## config.mk

```make
export PLATFORM = sky130hd
export DESIGN_NAME = fir_coef_loader
export DESIGN_NICKNAME = d
export VERILOG_FILES = /design/src/rtl/fir_pkg.sv /design/src/rtl/coef_ram.sv /design/src/rtl/fir_coef_loader.sv
export SDC_FILE = /design/constraint.sdc
export NUM_CORES = 2
export LEC_CHECK = 0
export CORE_ASPECT_RATIO = 0.75
export CORE_MARGIN = 3
export CORE_UTILIZATION = 59
export CTS_BUF_LIST = sky130_fd_sc_hd__clkbuf_16
export DETAILED_ROUTE_END_ITERATION = 8
export GPL_ROUTABILITY_DRIVEN = 0
export HOLD_SLACK_MARGIN = 0.06
export MAX_ROUTING_LAYER = met4
export PLACE_DENSITY = 0.77
export SYNTH_ARGS = -nofsm -noshare
export SYNTH_HDL_FRONTEND = slang
export SYNTH_SLANG_ARGS = --single-unit
```

## constraint.sdc

```tcl
create_clock -name clk -period 5.77 [get_ports clk]
set_input_delay 1.154 -clock clk [delete_from_list [all_inputs] [get_ports clk]]
set_output_delay 1.154 -clock clk [all_outputs]
set_load 0.01 [all_outputs]
```

## src/rtl/fir_pkg.sv

```systemverilog
// rtl/fir_pkg.sv - shared types and constants for the FIR coefficient loader.
package fir_pkg;

  localparam int COEF_W_DEFAULT = 25;

  typedef enum logic [2:0] {
    IDLE,
    CHECK,
    SHIFT,
    DONE,
    ERR
  } loader_state_t;

  typedef enum logic [1:0] {
    ERR_NONE    = 2'd0,
    ERR_LEN     = 2'd1,
    ERR_WR_BUSY = 2'd2
  } err_t;

endpackage

```

## src/rtl/coef_ram.sv

```systemverilog
// rtl/coef_ram.sv - simple dual-port coefficient buffer, sync write, registered read, no reset.
module coef_ram
  import fir_pkg::*;
#(
  parameter int DEPTH = 64,
  parameter int W     = COEF_W_DEFAULT,
  parameter int AW    = $clog2(DEPTH)
) (
  input  logic          clk,
  input  logic          we,
  input  logic [AW-1:0] wr_addr,
  input  logic [W-1:0]  wr_data,
  input  logic [AW-1:0] rd_addr,
  output logic [W-1:0]  rd_data
);

  logic [W-1:0] mem [DEPTH];

  always_ff @(posedge clk) begin
    if (we) mem[wr_addr] <= wr_data;
    rd_data <= mem[rd_addr];
  end

endmodule

```

## src/rtl/fir_coef_loader.sv

```systemverilog
// rtl/fir_coef_loader.sv - shifts a buffered tap set into the filter's coefficient chain,
// leading zero padding first, then h[ntaps-1] down to h[0].
module fir_coef_loader
  import fir_pkg::*;
#(
  parameter int MAX_TAPS = 64,
  parameter int COEF_W   = COEF_W_DEFAULT,
  parameter int AW       = $clog2(MAX_TAPS)
) (
  input  logic              clk,
  input  logic              reset,
  input  logic              wr_en,
  input  logic [AW-1:0]     wr_addr,
  input  logic [COEF_W-1:0] wr_data,
  input  logic [AW:0]       ntaps,
  input  logic              start,
  input  logic [31:0]       fir_len,
  output logic [COEF_W-1:0] cfg_din,
  output logic              cfg_ce,
  output logic              busy,
  output logic              done,
  output logic [1:0]        err
);

  loader_state_t     state, state_nxt;
  logic [AW:0]       ntaps_r;
  logic [31:0]       len_r, pad_r, cnt, ntaps_ext;
  logic [AW-1:0]     idx;
  logic              ce_q, zero_q, len_bad, issue, issue_zero;
  logic [COEF_W-1:0] rd_data;

  assign ntaps_ext  = {{(31-AW){1'b0}}, ntaps_r};
  assign len_bad    = ntaps_ext > len_r;
  assign issue      = (state == SHIFT) && (cnt != len_r);
  assign issue_zero = cnt < pad_r;

  coef_ram #(.DEPTH(MAX_TAPS), .W(COEF_W), .AW(AW)) u_ram (
    .clk     (clk),
    .we      (wr_en && !busy),
    .wr_addr (wr_addr),
    .wr_data (wr_data),
    .rd_addr (idx),
    .rd_data (rd_data)
  );

  always_ff @(posedge clk or negedge reset) begin
    if (!reset) state <= IDLE;
    else        state <= state_nxt;
  end

  // SHIFT lingers one cycle past the last issue so done lands after the final registered cfg_ce.
  always_comb begin
    state_nxt = state;
    case (state)
      IDLE:    if (start) state_nxt = CHECK;
      CHECK:   state_nxt = len_bad ? ERR : ((len_r == 32'd0) ? DONE : SHIFT);
      SHIFT:   if (!issue) state_nxt = DONE;
      DONE:    state_nxt = IDLE;
      ERR:     state_nxt = IDLE;
      default: state_nxt = IDLE;
    endcase
  end

  always_comb begin
    busy = (state != IDLE);
    done = (state == DONE) || (state == ERR);
  end

  always_ff @(posedge clk or negedge reset) begin
    if (!reset) begin
      ntaps_r <= '0;
      len_r   <= '0;
      pad_r   <= '0;
      cnt     <= '0;
      idx     <= '0;
      ce_q    <= 1'b0;
      zero_q  <= 1'b0;
      err     <= ERR_NONE;
    end else begin
      ce_q   <= issue;
      zero_q <= issue && issue_zero;
      case (state)
        IDLE: if (start) begin
          ntaps_r <= ntaps;
          len_r   <= fir_len;
        end
        CHECK: begin
          pad_r <= len_r - ntaps_ext;
          idx   <= ntaps_r[AW-1:0] - AW'(1);
          cnt   <= '0;
        end
        SHIFT: if (issue) begin
          cnt <= cnt + 32'd1;
          if (!issue_zero) idx <= idx - AW'(1);
        end
        default: ;
      endcase
      if (state == IDLE && start)              err <= ERR_NONE;
      else if (state == CHECK && len_bad)      err <= ERR_LEN;
      else if (wr_en && busy && err != ERR_LEN) err <= ERR_WR_BUSY;
    end
  end

  // Read data arrives one cycle after the issue; pad slots are forced to zero here.
  assign cfg_din = (ce_q && !zero_q) ? rd_data : '0;
  assign cfg_ce  = ce_q;

endmodule

```

==> results.yml <==
cts:
  cts_tree: "done"
  cts-buffers-inserted: 155
  clk_latency_ps: 770
  clock-sinks: 1741
  ctsHoldBuffers: 0
  cts_setup_buffers: 0
  cts_buffer_depth: 3
  cts_root_buf: "clkbuf_16"
  clk_pin_slew_worst_paths_ps: 60
  cts-htree-levels: 4
  ctsResizeCount: 0
timing:
  fin_crit_sh_pct: 68.4
  relSlewSlack_pct: 10.2
  rsz0062_at_grt: "false"
  layout_min_cycle_time_ps: 3950
  hold_viol_final: 0
  finalSetupViolCount: 0
  setup_slack_ps: 1820
  tightest_slew_ps: 1350
  tns_ps: 0
  drv_slew: 0
  holdWs_ps: 477
  clock_skew_ps: 23.8
  fmax_mhz: 253
placement:
  hpwl_microns: 95300
  pre_cts_ws_ps: 1820
  dp_cells: 4713
  io_buffers: 103
  dpl_cell_area_sq_um: 71600
power:
  leakage_nw: 24.6
  power_density_nw_per_um2: 467
  ir_drop_uv: 440
  finalPower_mw: 35.8
worst_setup_path:
  crit_arrival_ps: 2790
  path_cells: "nor2b_4 > buf_4 > and2_1 > clkdlybuf4s50_1"
  worst-path-buf-inv: 2
  cp.required_ps: 4620
  critPathMaxStageDelay_ps: 700
  crit_slowest_cell: "nor2b_4"
  worstSetupEndpointType: "output port"
  cpLargestDelayFamily: "simple AND/OR/NAND/NOR gates"
  worstSetupStartpointType: "flop"
  cp_max_fo: 29
  critical_path_class: "reg -> out"
yosys:
  yosysTopAreaCell: "edfxtp_1"
  synth.distinct_cells: 55
  synth_edf_count: 1600
  ys_seq_area_share_pct: 75.4
  synthTopCellsByArea: "edfxtp_1 70%, mux4_2 17%, dfrtp_1 4.3%, dfxtp_1 0.73%, ha_1 0.73%"
  syn_area_sq_um: 68200
  synth_area_per_cell_sq_um: 21.8
  syn_nets: 3238
  ys_warn_count: 0
  synthFlopType: "edfxtp_1"
  synth-seq-cells: 1741
  async_reset_ff_share_pct: 6.66
  synth_top_area_share_pct: 70.4
  synthCells: 3123
global_route:
  antenna_found_initial: 22
  grt_usage_pct: 30.1
  grt_pass1_wl_microns: 247000
  grt_overflow: 0
  grt_max_degree: 83
  grt_pass1_vias: 34200
run:
  cap_violations: 0
finish:
  drive_gt1_share_pct: 28.7
  nets: 3459
  stdcell_count: 5012
  layout.area.seq_sq_um: 51500
  multi_input_area_sq_um: 16100
  nFillCells: 6831
  area_growth_syn_to_layout_pct: 12.2
  utilization_pct: 67.1
  final_area_sq_um: 76600
floorplan:
  core-area_sq_um: 114000
  die_w_microns: 399
  die_h_microns: 300
  num_io_pins: 104
  num_rows: 107
  initial_core_util_pct: 59.7
  dieArea_sq_um: 120000
detailed_routing:
  drtAntennaViolNets: 0
  routed_wl_microns: 170000
  firstDrtPassIters: 7
  drc: 0
  route.vias.total: 34200
  avgRoutedWirePerCell_microns: 34.0
  vias_per_cell: 6.83
  drt_iter0_markers: 4985
run_status:
  status: "completed"
worst_hold_path:
  hp-class: "in -> async"
final cells by class:
type / count / area share [%]
clock inverter: 116 / 1.19
inverter: 54 / 0.274
clock buffer: 162 / 5.29
sequential: 1741 / 67.2
antenna: 21 / 0.0686
multi-input combinational: 1172 / 21.0
tap: 1526 / 2.49
timing repair buffer: 220 / 2.51
routing by layer:
metal / up-vias / routed length (microns) / track usage, %
li1: 13400 / - / -
met1: 18100 / 63900 / 43.0
met2: 2443 / 80800 / 44.1
met3: 284 / 20800 / 7.01
met4: 0 / 4890 / 9.24
met5: - / 0 / -
cells by family (layout without fill, tap and decap cells):
family	Yosys count	count (layout)	share of synthesized area, %
AOI/OAI and AO/OA	126	126	1.14
xor gates and xnor gates	62	62	0.796
adders and majority gates	41	41	0.763
buffers and inverters	210	552	1.30
DFF	1741	1741	75.4
muxes	569	569	18.0
other	0	21	0
and+or+nand+nor	374	374	2.56
placed cells by master, fill, tap and decap left out, types with 14 or more instances in the layout:
master / count
a21oi_1: 20
and2_1: 27
buf_2: 25
buf_4: 107
bufinv_16: 14
clkbuf_16: 162
clkdlybuf4s50_1: 77
clkinv_1: 30
clkinv_2: 21
dfrtp_1: 112
dfxtp_1: 25
diode_2: 21
edfxtp_1: 1600
ha_1: 40
inv_1: 87
mux2_2: 32
mux4_2: 525
nand2_1: 100
nand3_1: 37
nand4_1: 17
nor2_1: 47
nor2_2: 64
nor3_1: 28
o21ai_0: 59
xnor2_1: 55
report_power, final:
part           leakage (nW)  internal (mW)  switching [mW]  total, mW
Sequential             16.1           14.2           0.684       14.9
Combinational          5.99           4.89            5.74       10.6
Clock                  2.55           5.70            4.53       10.2
Total                  24.6           24.8            10.9       35.8
state kept, by name (all words and copies together), names as in the netlist:
| register | count |
|---|---|
| ntaps_r | 7 |
| pad_r | 32 |
| err | 2 |
| u_ram.mem | 1600 |
| state | 3 |
| u_ram.rd_data | 25 |
| cfg_ce | 1 |
| cnt | 32 |
| len_r | 32 |
| zero_q | 1 |
| idx | 6 |
synthesized netlist by cell type, types with 17 or more instances:
library cell     n
a21oi_1         20
and2_1          28
buf_1           35
buf_2           35
clkbuf_1        76
dfrtp_1        116
dfxtp_1         25
edfxtp_1      1600
ha_1            40
inv_1           54
mux2_2          32
mux4_2         525
nand2_1        100
nand3_1         37
nand4_1         17
nor2_1         111
nor3_1          28
o21ai_0         59
xnor2_1         55
worst paths after layout:
kind / from / to / slack [ps] / cells after the start
max in group asynchronous: reset / idx[3]$_DFFE_PN0P_ / 4360 / 2
max: zero_q$_DFF_PN0_ / cfg_din[1] / 1820 / 4
min reg2reg: pad_r[22]$_DFFE_PN0N_ / pad_r[22]$_DFFE_PN0N_ / 480 / 2
max reg2reg: idx[1]$_DFFE_PN0P_ / u_ram.rd_data[6]$_DFF_P_ / 2200 / 5
min in group clk: pad_r[22]$_DFFE_PN0N_ / pad_r[22]$_DFFE_PN0N_ / 480 / 2
min: reset / pad_r[23]$_DFFE_PN0N_ / 480 / 1
Note: power is estimated with default switching activity, not from simulation.
